[src/rtl/btn_pkg.sv]
// ---------------------------------------------------------------------------
// btn_pkg
// Shared definitions for the push-button conditioner.
//   db_state_t : one-hot state of a single debounce channel.
//     ZERO  - button settled released
//     WAIT1 - candidate press, counting stable high samples
//     ONE   - button settled pressed
//     WAIT0 - candidate release, counting stable low samples
// ---------------------------------------------------------------------------
package btn_pkg;

  typedef enum logic [3:0] {
    ZERO  = 4'b0001,
    WAIT1 = 4'b0010,
    ONE   = 4'b0100,
    WAIT0 = 4'b1000
  } db_state_t;

endpackage : btn_pkg

[src/rtl/debounce_fsm.sv]
// ---------------------------------------------------------------------------
// debounce_fsm
// One button channel: synchronizer chain, one-hot debounce FSM and a
// stable-sample counter. All outputs are registered.
// Ports:
//   clk       - rising-edge clock
//   rst_n     - asynchronous active-low reset
//   raw_i     - asynchronous, bouncing button input (active high)
//   level_o   - debounced level (1 in ONE or WAIT0)
//   press_o   - one-cycle pulse after the WAIT1->ONE edge
//   release_o - one-cycle pulse after the WAIT0->ZERO edge
// ---------------------------------------------------------------------------
module debounce_fsm
  import btn_pkg::*;
#(
  parameter int DB_TICKS    = 2_000_000,
  parameter int SYNC_STAGES = 2
) (
  input  logic clk,
  input  logic rst_n,
  input  logic raw_i,
  output logic level_o,
  output logic press_o,
  output logic release_o
);

  localparam int CW = $clog2(DB_TICKS + 1);
  localparam logic [CW-1:0] CNT_ZERO = {CW{1'b0}};
  localparam logic [CW-1:0] CNT_ONE  = CW'(1);
  // Last count value; reaching it with a stable sample commits the new level,
  // so the counter never needs to go further and cannot wrap.
  localparam logic [CW-1:0] CNT_LAST = CW'(DB_TICKS - 1);

  logic [SYNC_STAGES-1:0] sync_q;
  logic                   sync_s;
  db_state_t              state_q;
  logic [CW-1:0]          cnt_q;
  logic                   level_q;
  logic                   press_q;
  logic                   release_q;

  // Metastability chain: raw input shifts towards the MSB.
  always_ff @(posedge clk or negedge rst_n) begin
    if (!rst_n) begin
      sync_q <= {SYNC_STAGES{1'b0}};
    end else begin
      sync_q <= {sync_q[SYNC_STAGES-2:0], raw_i};
    end
  end

  assign sync_s = sync_q[SYNC_STAGES-1];

  // Debounce FSM with counter and registered level/pulse outputs.
  always_ff @(posedge clk or negedge rst_n) begin
    if (!rst_n) begin
      state_q   <= ZERO;
      cnt_q     <= CNT_ZERO;
      level_q   <= 1'b0;
      press_q   <= 1'b0;
      release_q <= 1'b0;
    end else begin
      press_q   <= 1'b0;
      release_q <= 1'b0;
      case (state_q)
        ZERO: begin
          if (sync_s) begin
            state_q <= WAIT1;
            cnt_q   <= CNT_ZERO;
          end
        end
        WAIT1: begin
          if (!sync_s) begin
            state_q <= ZERO;
          end else if (cnt_q == CNT_LAST) begin
            state_q <= ONE;
            level_q <= 1'b1;
            press_q <= 1'b1;
          end else begin
            cnt_q <= cnt_q + CNT_ONE;
          end
        end
        ONE: begin
          if (!sync_s) begin
            state_q <= WAIT0;
            cnt_q   <= CNT_ZERO;
          end
        end
        WAIT0: begin
          if (sync_s) begin
            state_q <= ONE;
          end else if (cnt_q == CNT_LAST) begin
            state_q   <= ZERO;
            level_q   <= 1'b0;
            release_q <= 1'b1;
          end else begin
            cnt_q <= cnt_q + CNT_ONE;
          end
        end
        default: begin
          // Corrupted one-hot encoding: recover silently to released.
          state_q <= ZERO;
          cnt_q   <= CNT_ZERO;
          level_q <= 1'b0;
        end
      endcase
    end
  end

  assign level_o   = level_q;
  assign press_o   = press_q;
  assign release_o = release_q;

endmodule : debounce_fsm

[src/rtl/btn_conditioner.sv]
// ---------------------------------------------------------------------------
// btn_conditioner
// N_BTN independent push-button conditioners (synchronize, debounce,
// edge-detect). Channels share only clock and reset.
// Ports:
//   clk         - rising-edge clock
//   rst_n       - asynchronous active-low reset
//   btn_raw     - asynchronous bouncing buttons, active high
//   btn_level   - debounced levels
//   btn_press   - one-cycle pulse per debounced press
//   btn_release - one-cycle pulse per debounced release
// ---------------------------------------------------------------------------
module btn_conditioner #(
  parameter int N_BTN       = 3,
  parameter int DB_TICKS    = 2_000_000,
  parameter int SYNC_STAGES = 2
) (
  input  logic             clk,
  input  logic             rst_n,
  input  logic [N_BTN-1:0] btn_raw,
  output logic [N_BTN-1:0] btn_level,
  output logic [N_BTN-1:0] btn_press,
  output logic [N_BTN-1:0] btn_release
);

  for (genvar g = 0; g < N_BTN; g++) begin : g_ch
    debounce_fsm #(
      .DB_TICKS    (DB_TICKS),
      .SYNC_STAGES (SYNC_STAGES)
    ) u_db (
      .clk       (clk),
      .rst_n     (rst_n),
      .raw_i     (btn_raw[g]),
      .level_o   (btn_level[g]),
      .press_o   (btn_press[g]),
      .release_o (btn_release[g])
    );
  end

endmodule : btn_conditioner

[config.mk]
export PLATFORM = sky130hd
export DESIGN_NAME = btn_conditioner
export DESIGN_NICKNAME = d
export VERILOG_FILES = /design/src/rtl/btn_pkg.sv /design/src/rtl/debounce_fsm.sv /design/src/rtl/btn_conditioner.sv
export SDC_FILE = /design/constraint.sdc
export NUM_CORES = 1
export LEC_CHECK = 0
export ABC_AREA = 0
export BUFFER_PORTS_ARGS = -buffer_cell sky130_fd_sc_hd__clkbuf_2
export CORE_ASPECT_RATIO = 1.5
export CORE_MARGIN = 2
export CORE_UTILIZATION = 56
export DETAILED_ROUTE_END_ITERATION = 6
export PLACE_DENSITY = 0.78
export SYNTH_ARGS = -nofsm -noshare
export SYNTH_HDL_FRONTEND = slang
export SYNTH_SLANG_ARGS = --single-unit
[constraint.sdc]
create_clock -name clk -period 2.2 [get_ports clk]
set_input_delay 0.22 -clock clk [delete_from_list [all_inputs] [get_ports clk]]
set_output_delay 0.22 -clock clk [all_outputs]
set_load 0.02 [all_outputs]
# ---- Word-level counts from Yosys, hierarchy flattened
# Index checks and enable logic that the tools add are counted.
# Widths: inputs -> output; s select.
dict set report classes {
  bitwise 3
  n_reduce_logical 12
  muxes 69
  eq_ne 39
  n_addsub 3
}
# operator n
set ops {}
lappend ops {{$mux 21} 15}
lappend ops {{$pmux 21 s4} 3}
lappend ops {{$mux 4} 18}
lappend ops {{$add 21x1->21 const B} 3}
lappend ops {{$eq 21x21->1 const B} 3}
lappend ops {{$pmux 4 s4} 3}
lappend ops {{$mux 1} 27}
lappend ops {{$ne 2x1->1 const B} 12}
lappend ops {{$reduce_and 4->1} 6}
lappend ops {{$reduce_and 5->1} 3}
lappend ops {{$eq 4x1->1 const B} 3}
lappend ops {{$eq 4x2->1 const B} 3}
lappend ops {{$eq 4x3->1 const B} 3}
lappend ops {{$eq 4x4->1 const B} 3}
lappend ops {{$ne 2x2->1 const B} 6}
lappend ops {{$ne 3x1->1 const B} 3}
lappend ops {{$ne 3x3->1 const B} 3}
lappend ops {{$pmux 1 s3} 3}
lappend ops {{$reduce_or 2->1} 3}
lappend ops {{$not 1->1} 3}
dict set report totals {
  in_bits 5
  word_cells 144
  register_bits 90
  out_inout_bits 9
}

# ---- Depth between registers and ports, before layout
# Gate-level depths: netlist of run 1.
dict set report logic_depth {
  depth_word 4
  ltp_mapped 9
}

# ---- Hierarchy
# From an unflattened synthesis of run 1, not the netlist that was laid out.
dict set report hier_totals {
  cells_unflattened 567
  area_unflattened_um2 5176.2
}
# module n_inst cells_each area_per_inst_um2 seq_area_each_um2
set modules_own_cells {}
lappend modules_own_cells {{debounce_fsm at g_ch[0].u_db ...} 2 190 1726.7 752.0}
lappend modules_own_cells {{debounce_fsm at g_ch[2].u_db} 1 187 1722.9 752.0}

# ---- Worst setup path after synthesis of run 1
# Ideal clock, no wire load.
dict set report synth_timing {
  path_type {reg-to-reg}
  from {reg g_ch[0].u_db.cnt_q[0]}
  to {reg g_ch[0].u_db.cnt_q[0]}
  arrival_time_ns 2.212
  stages_incl_launch_ff 9
  setup_slack_ns -0.137
  required_ns 2.075
  path_cell_list {dfrtp_1 -> ha_1 -> nand2_1 -> or3b_1 -> or4_1 -> buf_2 -> and3_1 -> buf_2 -> mux2_2}
}
dict set report synth_between {
  elab_chain_len 4
  word_cells_on_any_way 6
}
# item line_no
set synth_rtl {}
lappend synth_rtl {{start, declared} debounce_fsm.sv:37} ;# logic [CW-1:0] cnt_q;
lappend synth_rtl {{start signal, assigned} debounce_fsm.sv:79} ;# cnt_q <= cnt_q + CNT_ONE;
lappend synth_rtl {{start signal, assigned} debounce_fsm.sv:96} ;# cnt_q <= cnt_q + CNT_ONE;
lappend synth_rtl {{$add 21x1->21 or $eq 21x21->1 (tied branches)} n/a}
lappend synth_rtl {{$mux 21 (*)} {debounce_fsm.sv:74, debounce_fsm.sv:91}}
lappend synth_rtl {{$mux 21 (on tied branches)} {debounce_fsm.sv:89, debounce_fsm.sv:72}}
lappend synth_rtl {{$pmux 21 s4 (*)} debounce_fsm.sv:64} ;# case (state_q)
# Mark *: on every way between the ends. The rest lies on a longest branch, timed or not. The select of a mux whose other input is x is not followed.
# A chain may end at the register's enable or synchronous reset.

# ---- Worst setup path after layout of run 1
dict set report layout_timing {
  from {reg g_ch[2].u_db.cnt_q[16]}
  to {reg g_ch[2].u_db.cnt_q[14]}
}
dict set report layout_between {
  elab_chain_len 4
  word_cells_on_any_way 5
}
# item line_no
set layout_rtl {}
lappend layout_rtl {{start, declared} debounce_fsm.sv:37}
lappend layout_rtl {{start signal, assigned} debounce_fsm.sv:79}
lappend layout_rtl {{start signal, assigned} debounce_fsm.sv:96}
lappend layout_rtl {{$eq 21x21->1 (*)} {debounce_fsm.sv:74, debounce_fsm.sv:91}}
lappend layout_rtl {{$mux 21 (*)} n/a}
lappend layout_rtl {{$mux 21 (on tied branches)} n/a}
lappend layout_rtl {{$pmux 21 s4 (*)} n/a}
# Marks and branches as above.

==> flow_summary.yaml, run 1 <==
job:
  cap_violations: 0
global_routing:
  overflow: 0
  grt.total_usage: 0.265
  antenna_found_initial: 0
  grt_pass1_vias: 4502
  grt_pass1_wl_mm: 20.3
  grt_max_degree: 41
detailed_routing:
  ant_nets: 0
  drt_wl_total_mm: 12.1
  vias: 4515
  wl_per_cell_microns: 16.6
  routed_via_density: 6.18
  first_pass_iters: 5
  dr.first_iter.drc_count: 388
  drc_errors: 0
setup_path:
  rr_worst_depth: 6
  r2r_end: "g_ch[2].u_db.cnt_q[14]"
  end_kind: "flop"
  critPathTopFamily: "simple AND/OR/NAND/NOR gates"
  crit_required_ns: 2.43
  worst-path-stages: 6
  cp-startpoint: "g_ch[2].u_db.cnt_q[16]"
  endpoint: "g_ch[2].u_db.cnt_q[14]"
  ff2ff_setup_slack_ns: -0.15
  cp_max_fo: 5
  start_kind: "flop"
  path_buf_inv: 0
  rr_startpoint: "g_ch[2].u_db.cnt_q[16]"
  crit_top_cell: "or4_4"
  critPathMaxStageDelay_ns: 0.56
  crit_slowest_cell: "or4_4"
  crit_type: "reg -> reg"
  crit_chain: "or4_4, or4_4, or2_4, o211ai_1, xor2_1, nor2_1"
  arrival_ns: 2.58
timing:
  fmax_ghz: 0.426
  skew_ns: 0.00571
  hold_violations: 0
  worstMarginPinSlew_ns: 0.568
  rsz0062_at_grt: "yes"
  fin_crit_ns: 2.35
  setup_ws_ns: -0.149
  setup_tns_ns: -2.66
  post-route-period-util: 1.07
  setup_viol: 36
  slew_violations: 0
  slew_headroom: 0.621
floorplan:
  coreArea_sq_um: 8720
  fp.dieH_microns: 120
  fp-row-count: 42
  ios: 14
  die_x_microns: 81.0
  fp.dieArea_sq_um: 9680
  floorplan.initialDensity: 0.571
layout:
  diodes: 0
  syn2layout_area_growth_pct: 21.6
  final_cells: 731
  drive_gt1_frac: 0.235
  fin_nets: 624
  fin_util: 0.694
clocking:
  cts_made_buffers: 9
  clkTransAtPathRegs_ns: 0.06
  clock_latency_ns: 0.34
  cts_sinks: 90
  root_buffer: "clkbuf_16"
  htreeDepth: 3
  cts_buffer_depth: 2
  tritoncts: "built"
pwr:
  power_mw: 4.03
  powerDensity_nw_per_um2: 665
  p_leak_nw: 2.51
  irDropWorstVdd_mv: 0.504
placement:
  place_congestion: 0.883
  portBuffers: 13
  dp.cells: 701
  pre_cts_slack_ns: -0.269
  hpwl_mm: 7.91
logic_synthesis:
  ys_types: 61
  synth_area_per_cell_sq_um: 8.86
  yosysSeqAreaShare: 0.453
  syn_nets: 570
  async_reset_ff_frac: 1.00
  netlist_area_sq_um: 4980
  yosys_warnings: 0
  synth-main-ff-cell: "dfrtp_1"
  netlist_instances: 562
  synth_edf_count: 0
  ys_ff_latch: 90
worst_hold_path:
  hold_class: "reg -> reg"
status:
  violations: "setup timing"
  outcome: "complete, but fails checks"
## cells in the final DEF (no fill, tap or decap), types with 8 or more instances in the layout
cell,count
a21oi_1,23
and3_1,19
buf_4,51
clkbuf_16,9
clkbuf_2,12
dfrtp_1,87
nand2_1,39
nand2b_1,18
nand3_1,27
nand4_1,10
nor2_1,70
nor2b_1,10
nor3_1,20
o21ai_0,22
o21ai_1,15
o31ai_1,8
xnor2_1,15
xor2_1,19
## power breakdown
part           leakage, nW  switching [mW]  internal [mW]
clock network        0.133           0.620          0.827
logic                 1.15           0.501          0.282
registers             1.23          0.0795           1.71
## registers in the layout (all words and copies together) (netlist names)
signal	cells
g_ch.u_db.state_q	12
g_ch.u_db.release_o	3
g_ch.u_db.cnt_q	63
g_ch.u_db.sync_q	6
g_ch.u_db.press_o	3
g_ch.u_db.level_o	3
## per-stage QoR
stage                     cell area, sq um  hold slack [ns]
final                                 6050            0.347
after floorplan                       5050          -0.0756
after global placement                5450            0.233
after detailed placement              5450            0.240
after CTS                             5860            0.349
after global routing                  6050            0.355
## worst register-to-register path, delay by kind of cell, from the launching register on
| family | cells | cell delay, ns |
|---|---|---|
| XOR/XNOR | 1 | 0.19 |
| AO/OA/AOI/OAI | 1 | 0.20 |
| AND/OR/NAND/NOR | 4 | 1.46 |
| flip-flops | 1 | 0.39 |
## synth_stat cells, types with 6 or more instances
cell type | number | share of area
xnor2_1 | 15 | 0.026
or3_1 | 6 | 0.0075
a21oi_1 | 25 | 0.025
nand2_1 | 42 | 0.032
o31ai_1 | 8 | 0.012
buf_4 | 9 | 0.014
a31oi_1 | 6 | 0.0075
dfrtp_1 | 87 | 0.44
buf_2 | 6 | 0.0060
nor3_1 | 22 | 0.022
nand3_1 | 30 | 0.030
xor2_1 | 19 | 0.033
inv_1 | 6 | 0.0045
o21ai_0 | 42 | 0.042
clkbuf_1 | 19 | 0.014
nor2b_1 | 11 | 0.014
nor4b_1 | 7 | 0.012
nor2_1 | 76 | 0.057
nand2b_1 | 18 | 0.023
and3_1 | 20 | 0.025
nand4_1 | 10 | 0.013
o2111ai_1 | 6 | 0.011
## cells by family (layout without fill, tap and decap cells)
group / Yosys count / in the layout / share of synthesized area
mux: 1 / 1 / 0.00226
simple gates: 278 / 281 / 0.292
fa+ha+maj: 4 / 4 / 0.00955
compound gates: 114 / 115 / 0.143
xor+xnor: 34 / 34 / 0.0598
buf+inv: 41 / 96 / 0.0407
flops: 90 / 90 / 0.453
## timing repair
| action | in CTS | in global routing |
|---|---|---|
| resized for setup | 16 | 56 |
| pin swaps | 13 | 33 |
| hold buffers | 4 | 0 |
| setup buffers | 2 | 3 |
| setup endpoints to repair | 38 | 57 |
| cloned | 3 | 2 |
| hold endpoints to repair | 39 | 0 |
## per-layer routing
layer  wire length [microns]  up-vias  track usage
li1                        -     2117            -
met1                    4820     2199        0.329
met2                    6370      152        0.435
met3                     515       47       0.0519
met4                     426        0        0.130
met5                       0        -            0
## cell type report
| type | count | area (sq um) |
|---|---|---|
| Multi-Input combinational cell | 435 | 2790 |
| Fill cell | 698 | 2670 |
| Sequential cell | 90 | 2260 |
| Timing Repair Buffer | 74 | 571 |
| Clock buffer | 14 | 264 |
| Tap cell | 110 | 138 |
| Inverter | 6 | 22.5 |
| Clock inverter | 2 | 12.5 |
## how the worst min path moves through the flow
stage                      startpoint                     end  slack [ns]  depth (start not counted)
2_1_floorplan                   rst_n   g_ch[0].u_db.cnt_q[0]       -0.08                          0
3_3_place_gp                    rst_n   g_ch[0].u_db.cnt_q[3]        0.23                          1
3_5_place_dp                    rst_n   g_ch[0].u_db.cnt_q[3]        0.24                          1
4_1_cts        g_ch[1].u_db.sync_q[0]  g_ch[1].u_db.sync_q[1]        0.35                          0
5_1_grt        g_ch[1].u_db.sync_q[0]  g_ch[1].u_db.sync_q[1]        0.35                          0
6_report       g_ch[1].u_db.sync_q[0]  g_ch[1].u_db.sync_q[1]        0.35                          0
(Power assumes the default switching activity.)
==> run 2: changes to the inputs <==
--- a/config.mk
+++ b/config.mk
@@ -9,9 +9,10 @@
 export BUFFER_PORTS_ARGS = -buffer_cell sky130_fd_sc_hd__clkbuf_2
 export CORE_ASPECT_RATIO = 1.5
 export CORE_MARGIN = 2
-export CORE_UTILIZATION = 56
+export CORE_UTILIZATION = 45
+export CTS_BUF_LIST = sky130_fd_sc_hd__clkbuf_16
 export DETAILED_ROUTE_END_ITERATION = 6
-export PLACE_DENSITY = 0.78
+export PLACE_DENSITY = 0.65
 export SYNTH_ARGS = -nofsm -noshare
 export SYNTH_HDL_FRONTEND = slang
 export SYNTH_SLANG_ARGS = --single-unit
==> run 2 against run 1 <==
The run still ends with setup timing left. Power is 4.5% higher. Setup slack improved by 0.046 ns. Design area fell by 0.95%. Hold slack improved by 0.0026 ns. Routed wire length shrank 4.9%. Critical endpoint is now g_ch[2].u_db.cnt_q[8]. Sequential power barely moved.
==> flow_summary.yaml, run 2 (synthesis results as in run 1) <==
status:
  outcome: "complete, but fails checks"
  violations: "setup timing"
timing:
  worstMarginPinSlew_ns: 0.624
  setup_ws_ns: -0.103
  slew_violations: 0
  slew_headroom: 0.583
  skew_ns: 0.00511
  whs_ns: 0.350
  hold_violations: 0
  rsz0062_at_grt: "yes"
  fmax_ghz: 0.434
  fin_crit_ns: 2.30
  post-route-period-util: 1.05
  setup_viol: 18
detailed_routing:
  first_pass_iters: 5
  drt_wl_total_mm: 11.5
  ant_nets: 0
  wl_per_cell_microns: 15.1
  wl_met3_microns: 412
  wl_met2_mm: 6.19
  dr.first_iter.drc_count: 258
  wl_met1_mm: 4.79
  drc_errors: 0
  routed_via_density: 5.69
  top_layer: "met4"
  vias: 4349
placement:
  place_congestion: 0.873
  placed_cell_area_sq_um: 5500
  hpwl_mm: 7.94
  portBuffers: 13
clocking:
  clkTransAtPathRegs_ns: 0.07
  cts_buffer_depth: 2
  htreeDepth: 3
  tritoncts: "built"
  cts_sinks: 90
  clock_latency_ns: 0.34
  root_buffer: "clkbuf_16"
  cts_made_buffers: 9
floorplan:
  fp-row-count: 47
  fp.dieH_microns: 133
  floorplan.initialDensity: 0.455
  coreArea_sq_um: 10900
  fp.dieArea_sq_um: 11900
  die_x_microns: 89.9
  ios: 14
global_routing:
  grt_max_degree: 39
  overflow: 0
  grt.total_usage: 0.196
  grt_pass1_vias: 4232
  antenna_found_initial: 0
  grt_pass1_wl_mm: 19.4
pwr:
  combPwrFrac: 0.170
  irDropWorstVdd_mv: 0.364
  p_int_mw: 2.99
  swShare: 0.290
  p_leak_nw: 2.50
  powerDensity_nw_per_um2: 701
  p_switching_mw: 1.22
  pwr-share-seq: 0.431
  p_clk_frac: 0.399
setup_path:
  crit_required_ns: 2.43
  arrival_ns: 2.53
  cp_max_fo: 8
  end_kind: "flop"
  crit_type: "reg -> reg"
  start_kind: "flop"
  crit_chain: "or4b_1, or4_4, or2_4, o21ai_4, buf_6, o21ai_1, o31ai_1"
  critPathMaxStageDelay_ns: 0.55
  crit_slowest_cell: "or4_4"
layout:
  largest_reg_flops: 63
  largest_register: "g_ch.u_db.cnt_q"
  final_area_sq_um: 6000
  fillers: 996
  drive_gt1_frac: 0.204
  mostFrequentLayoutCells: "dfrtp_1 (86), nor2_1 (74), buf_4 (52)"
  syn2layout_area_growth_pct: 20.4
  diodes: 0
  fin_util: 0.548
  fin_nets: 620
  reg_top3: "g_ch.u_db.cnt_q: 63 flops, g_ch.u_db.state_q: 12 flops, g_ch.u_db.sync_q: 6 flops"
  mostFrequentLayoutCell: "dfrtp_1"
job:
  cap_violations: 0
worst_hold_path:
  hold_class: "reg -> reg"
## run 2: cell types whose count changed in the layout (fill, tap and decap cells not counted), sizes merged
cell,delta
and3,-1
inv,+2
clkbuf,-5
bufinv,+2
clkinvlp,+1
buf,-2
o21ai,-1
## run 2: timing repair
action,4_1_cts,5_1_grt
setup endpoints to repair,26,58
hold endpoints to repair,35,0
gates cloned,2,0
gates resized for setup,18,14
hold buffers,4,0
setup buffers,1,2
pin swaps,6,10
## run 2: cell type report
class | instances | area [sq um] | share of cell area
Clock buffer | 9 | 225 | 0.0376
Timing Repair Buffer | 72 | 544 | 0.0908
Multi-Input combinational cell | 433 | 2660 | 0.444
Sequential cell | 90 | 2260 | 0.376
Clock inverter | 7 | 101 | 0.0169
Tap cell | 147 | 184 | 0.0307
Inverter | 6 | 22.5 | 0.00376
## run 2: metal layers
| metal | global-route usage | up-vias |
|---|---|---|
| met1 | 0.231 | 2113 |
| met4 | 0.0658 | 0 |
| li1 | - | 2111 |
| met3 | 0.0353 | 14 |
| met2 | 0.359 | 111 |
| met5 | 0 | - |
## run 2: final timing paths
path                            slack, ns  depth (start not counted)                   start                      end
worst min register to register       0.35                          0  g_ch[2].u_db.sync_q[0]   g_ch[2].u_db.sync_q[1]
max in group asynchronous            1.19                          3                   rst_n  g_ch[1].u_db.state_q[0]
worst max register to register      -0.10                          7  g_ch[2].u_db.cnt_q[11]    g_ch[2].u_db.cnt_q[8]
min in group asynchronous            0.38                          2                   rst_n    g_ch[0].u_db.cnt_q[2]
worst min-delay path                 0.35                          0  g_ch[2].u_db.sync_q[0]   g_ch[2].u_db.sync_q[1]
worst max-delay path                -0.10                          7  g_ch[2].u_db.cnt_q[11]    g_ch[2].u_db.cnt_q[8]
## run 2: power groups by stage
stage                     Sequential (mW)  Combinational [mW]  Clock [mW]
after floorplan                      1.76               0.492           0
after detailed placement             1.84               0.670           0
after global routing                 1.82               0.794        1.79
after CTS                            1.81               0.700        1.72
final                                1.81               0.716        1.68
after global placement               1.83               0.662           0
## run 2: per-stage QoR
step	total power, mW	setup TNS (ns)	worst slack, ns	instances
finish	4.21	-1.19	-0.103	764
global route	4.41	-2.91	-0.185	764
CTS	4.23	-1.49	-0.0995	762
detailed placement	2.51	-2.56	-0.201	739
global placement	2.50	-1.59	-0.128	739
floorplan	2.26	-1.04	-0.110	562
## run 2: worst max-delay path, delay by kind of cell (launching register included)
kind                   cells  cell delay, ns
and+or+nand+nor            3            1.37
DFF                        1            0.38
AOI/OAI and AO/OA          3            0.31
buffers and inverters      1            0.15
==> run 3: changes to the inputs <==
--- a/config.mk
+++ b/config.mk
@@ -12,7 +12,7 @@
 export CORE_UTILIZATION = 45
 export CTS_BUF_LIST = sky130_fd_sc_hd__clkbuf_16
 export DETAILED_ROUTE_END_ITERATION = 6
-export PLACE_DENSITY = 0.65
 export SYNTH_ARGS = -nofsm -noshare
 export SYNTH_HDL_FRONTEND = slang
+export SYNTH_HIERARCHICAL = 1
 export SYNTH_SLANG_ARGS = --single-unit
==> run 3 against run 2 <==
Power is 14% higher. Setup slack better by 0.025 ns. Core utilization is 0.056 points higher. Sequential share of layout area is 1.4 points lower. Critical path type unchanged. The flow still finishes with violations (setup timing).
==> flow_summary.yaml, run 3 <==
global_routing:
  overflow: 0
  grt.total_usage: 0.217
  antenna_found_initial: 0
  gr-usage-met1: 0.261
  grt_pass1_vias: 4586
  gr-usage-met3: 0.0345
  grt_max_degree: 46
  busiest_layer: "met2"
  grtUsageMet2: 0.384
  grt_pass1_wl_mm: 21.9
worst_hold_path:
  hold_class: "in -> async"
floorplan:
  fp.dieH_microns: 135
  die_x_microns: 91.6
  ios: 14
  fp.dieArea_sq_um: 12400
  coreArea_sq_um: 11400
  fp-row-count: 48
  floorplan.initialDensity: 0.456
layout:
  fin_nets: 633
  diodes: 0
  fin_util: 0.549
  syn2layout_area_growth_pct: 20.4
  largest_register: "g_ch.u_db/cnt_q"
  largest_reg_flops: 63
  mostFrequentLayoutCell: "dfrtp_1"
  drive_gt1_frac: 0.208
  mostFrequentLayoutCells: "dfrtp_1 (86), buf_4 (70), o31ai_1 (58)"
  reg_top3: "g_ch.u_db/cnt_q: 63 flops, g_ch.u_db/state_q: 12 flops, g_ch.u_db/sync_q: 6 flops"
  final_cells: 780
  final_area_sq_um: 6230
pwr:
  irDropWorstVdd_mv: 0.506
  powerDensity_nw_per_um2: 771
  p_leak_nw: 2.78
setup_path:
  arrival_ns: 2.50
  crit_chain: "or4_4, or4_4, or2_4, a211oi_2, mux2_4"
  end_kind: "flop"
  crit_type: "reg -> reg"
  crit_required_ns: 2.43
  r2r_end: "g_ch[0].u_db/level_o"
  rr_worst_depth: 5
  start_kind: "flop"
  ff2ff_setup_slack_ns: -0.08
  crit_top_cell: "or4_4"
  critPathMaxStageDelay_ns: 0.53
  cp_max_fo: 2
  crit_slowest_cell: "or4_4"
  rr_startpoint: "g_ch[0].u_db/cnt_q[16]"
logic_synthesis:
  syn_nets: 575
  netlist_area_sq_um: 5180
  synth_common_cells: "dfrtp_1 (87), o31ai_1 (58), nor2_1 (37)"
  synth-main-ff-cell: "dfrtp_1"
  netlist_top_cells_area: "dfrtp_1 (42%), o31ai_1 (8.4%), nand3_1 (3.0%)"
  synth_area_per_cell_sq_um: 9.13
  netlist_instances: 567
  synth.top_cell.area_share: 0.421
  yosysSeqAreaShare: 0.436
  ys_ff_latch: 90
  ys_types: 57
  synth_edf_count: 0
  yosysMostFrequentCell: "dfrtp_1"
  yosys_warnings: 6
  async_reset_ff_frac: 1.00
  post-synth-top-area-cell: "dfrtp_1"
clocking:
  tritoncts: "built"
  cts_sinks: 90
  cts_made_buffers: 9
  clkTransAtPathRegs_ns: 0.06
  htreeDepth: 3
  root_buffer: "clkbuf_16"
  clock_latency_ns: 0.34
  cts_buffer_depth: 2
placement:
  placed_cell_area_sq_um: 5760
  hpwl_mm: 8.83
  place_congestion: 0.851
  portBuffers: 13
  dp.cells: 754
timing:
  fmax_ghz: 0.439
  rsz0062_at_grt: "yes"
  slew_headroom: 0.588
  fin_crit_ns: 2.28
  slew_violations: 0
  hold_violations: 0
  setup_viol: 2
  setup_ws_ns: -0.0786
  whs_ns: 0.310
  setup_tns_ns: -0.133
  worstMarginPinSlew_ns: 0.618
  skew_ns: 0.00665
  post-route-period-util: 1.04
detailed_routing:
  ant_nets: 0
  vias: 4760
  drc_errors: 0
  dr.first_iter.drc_count: 259
  wl_per_cell_microns: 16.6
  drt_wl_total_mm: 13.0
  routed_via_density: 6.10
  first_pass_iters: 5
job:
  cap_violations: 0
status:
  violations: "setup timing"
  outcome: "complete, but fails checks"
run 3: cell type report:
type / count / area, sq um
fill: 1021 / 5120
multi-input combinational: 424 / 2750
sequential: 90 / 2260
timing repair buffer: 90 / 688
clock buffer: 9 / 225
tap: 150 / 188
clock inverter: 7 / 83.8
inverter: 10 / 37.5
run 3: repair_timing:
action | in CTS | in global routing
endpoints found under the hold margin | 22 | 0
hold buffers | 4 | 0
endpoints found under the setup margin | 38 | 41
setup buffers | 3 | 1
pin swaps | 0 | 0
gates resized for setup | 7 | 14
gates cloned | 2 | 0
run 3: logic make-up (layout without fill, tap and decap cells):
group,Yosys count,in the layout,synth area share
flip-flops,90,90,0.436
adder cells (fa/ha/maj),6,6,0.0131
buffers and inverters,55,116,0.0541
multiplexers,5,5,0.0104
AO/OA/AOI/OAI,169,169,0.232
XOR/XNOR,8,8,0.0135
AND/OR/NAND/NOR,234,236,0.241
run 3: how the worst max path moves through the flow:
stage	start	cells after the start	end	slack (ns)
5_1_grt	g_ch[0].u_db/cnt_q[16]	5	g_ch[0].u_db/level_o	-0.12
2_1_floorplan	g_ch[0].u_db/cnt_q[13]	7	g_ch[0].u_db/level_o	-0.16
4_1_cts	g_ch[1].u_db/cnt_q[16]	5	g_ch[1].u_db/level_o	-0.07
3_5_place_dp	g_ch[1].u_db/cnt_q[13]	5	g_ch[1].u_db/level_o	-0.09
6_report	g_ch[0].u_db/cnt_q[16]	5	g_ch[0].u_db/level_o	-0.08
3_3_place_gp	g_ch[1].u_db/cnt_q[13]	5	g_ch[1].u_db/level_o	-0.06
run 3: critical path: cells and delay by family, from the launching register on:
kind,cells,cell delay (ns)
and+or+nand+nor,3,1.26
AOI/OAI and AO/OA,1,0.21
muxes,1,0.32
DFF,1,0.38
run 3: per-stage QoR:
step | total power, mW | worst slack, ns
floorplan | 2.84 | -0.162
global placement | 3.12 | -0.0593
detailed placement | 3.15 | -0.0910
CTS | 4.82 | -0.0673
global route | 5.06 | -0.118
finish | 4.80 | -0.0786
run 3: power by group:
group	switching (mW)	leakage, nW	internal [mW]
combinational	0.757	1.40	0.512
sequential	0.129	1.23	1.78
clock	0.637	0.148	0.981
run 3: layer usage:
| metal | wire [microns] | vias to the layer above |
|---|---|---|
| met2 | 6800 | 109 |
| met3 | 411 | 22 |
| met5 | 0 | - |
| met4 | 327 | 0 |
| met1 | 5420 | 2356 |
| li1 | - | 2273 |
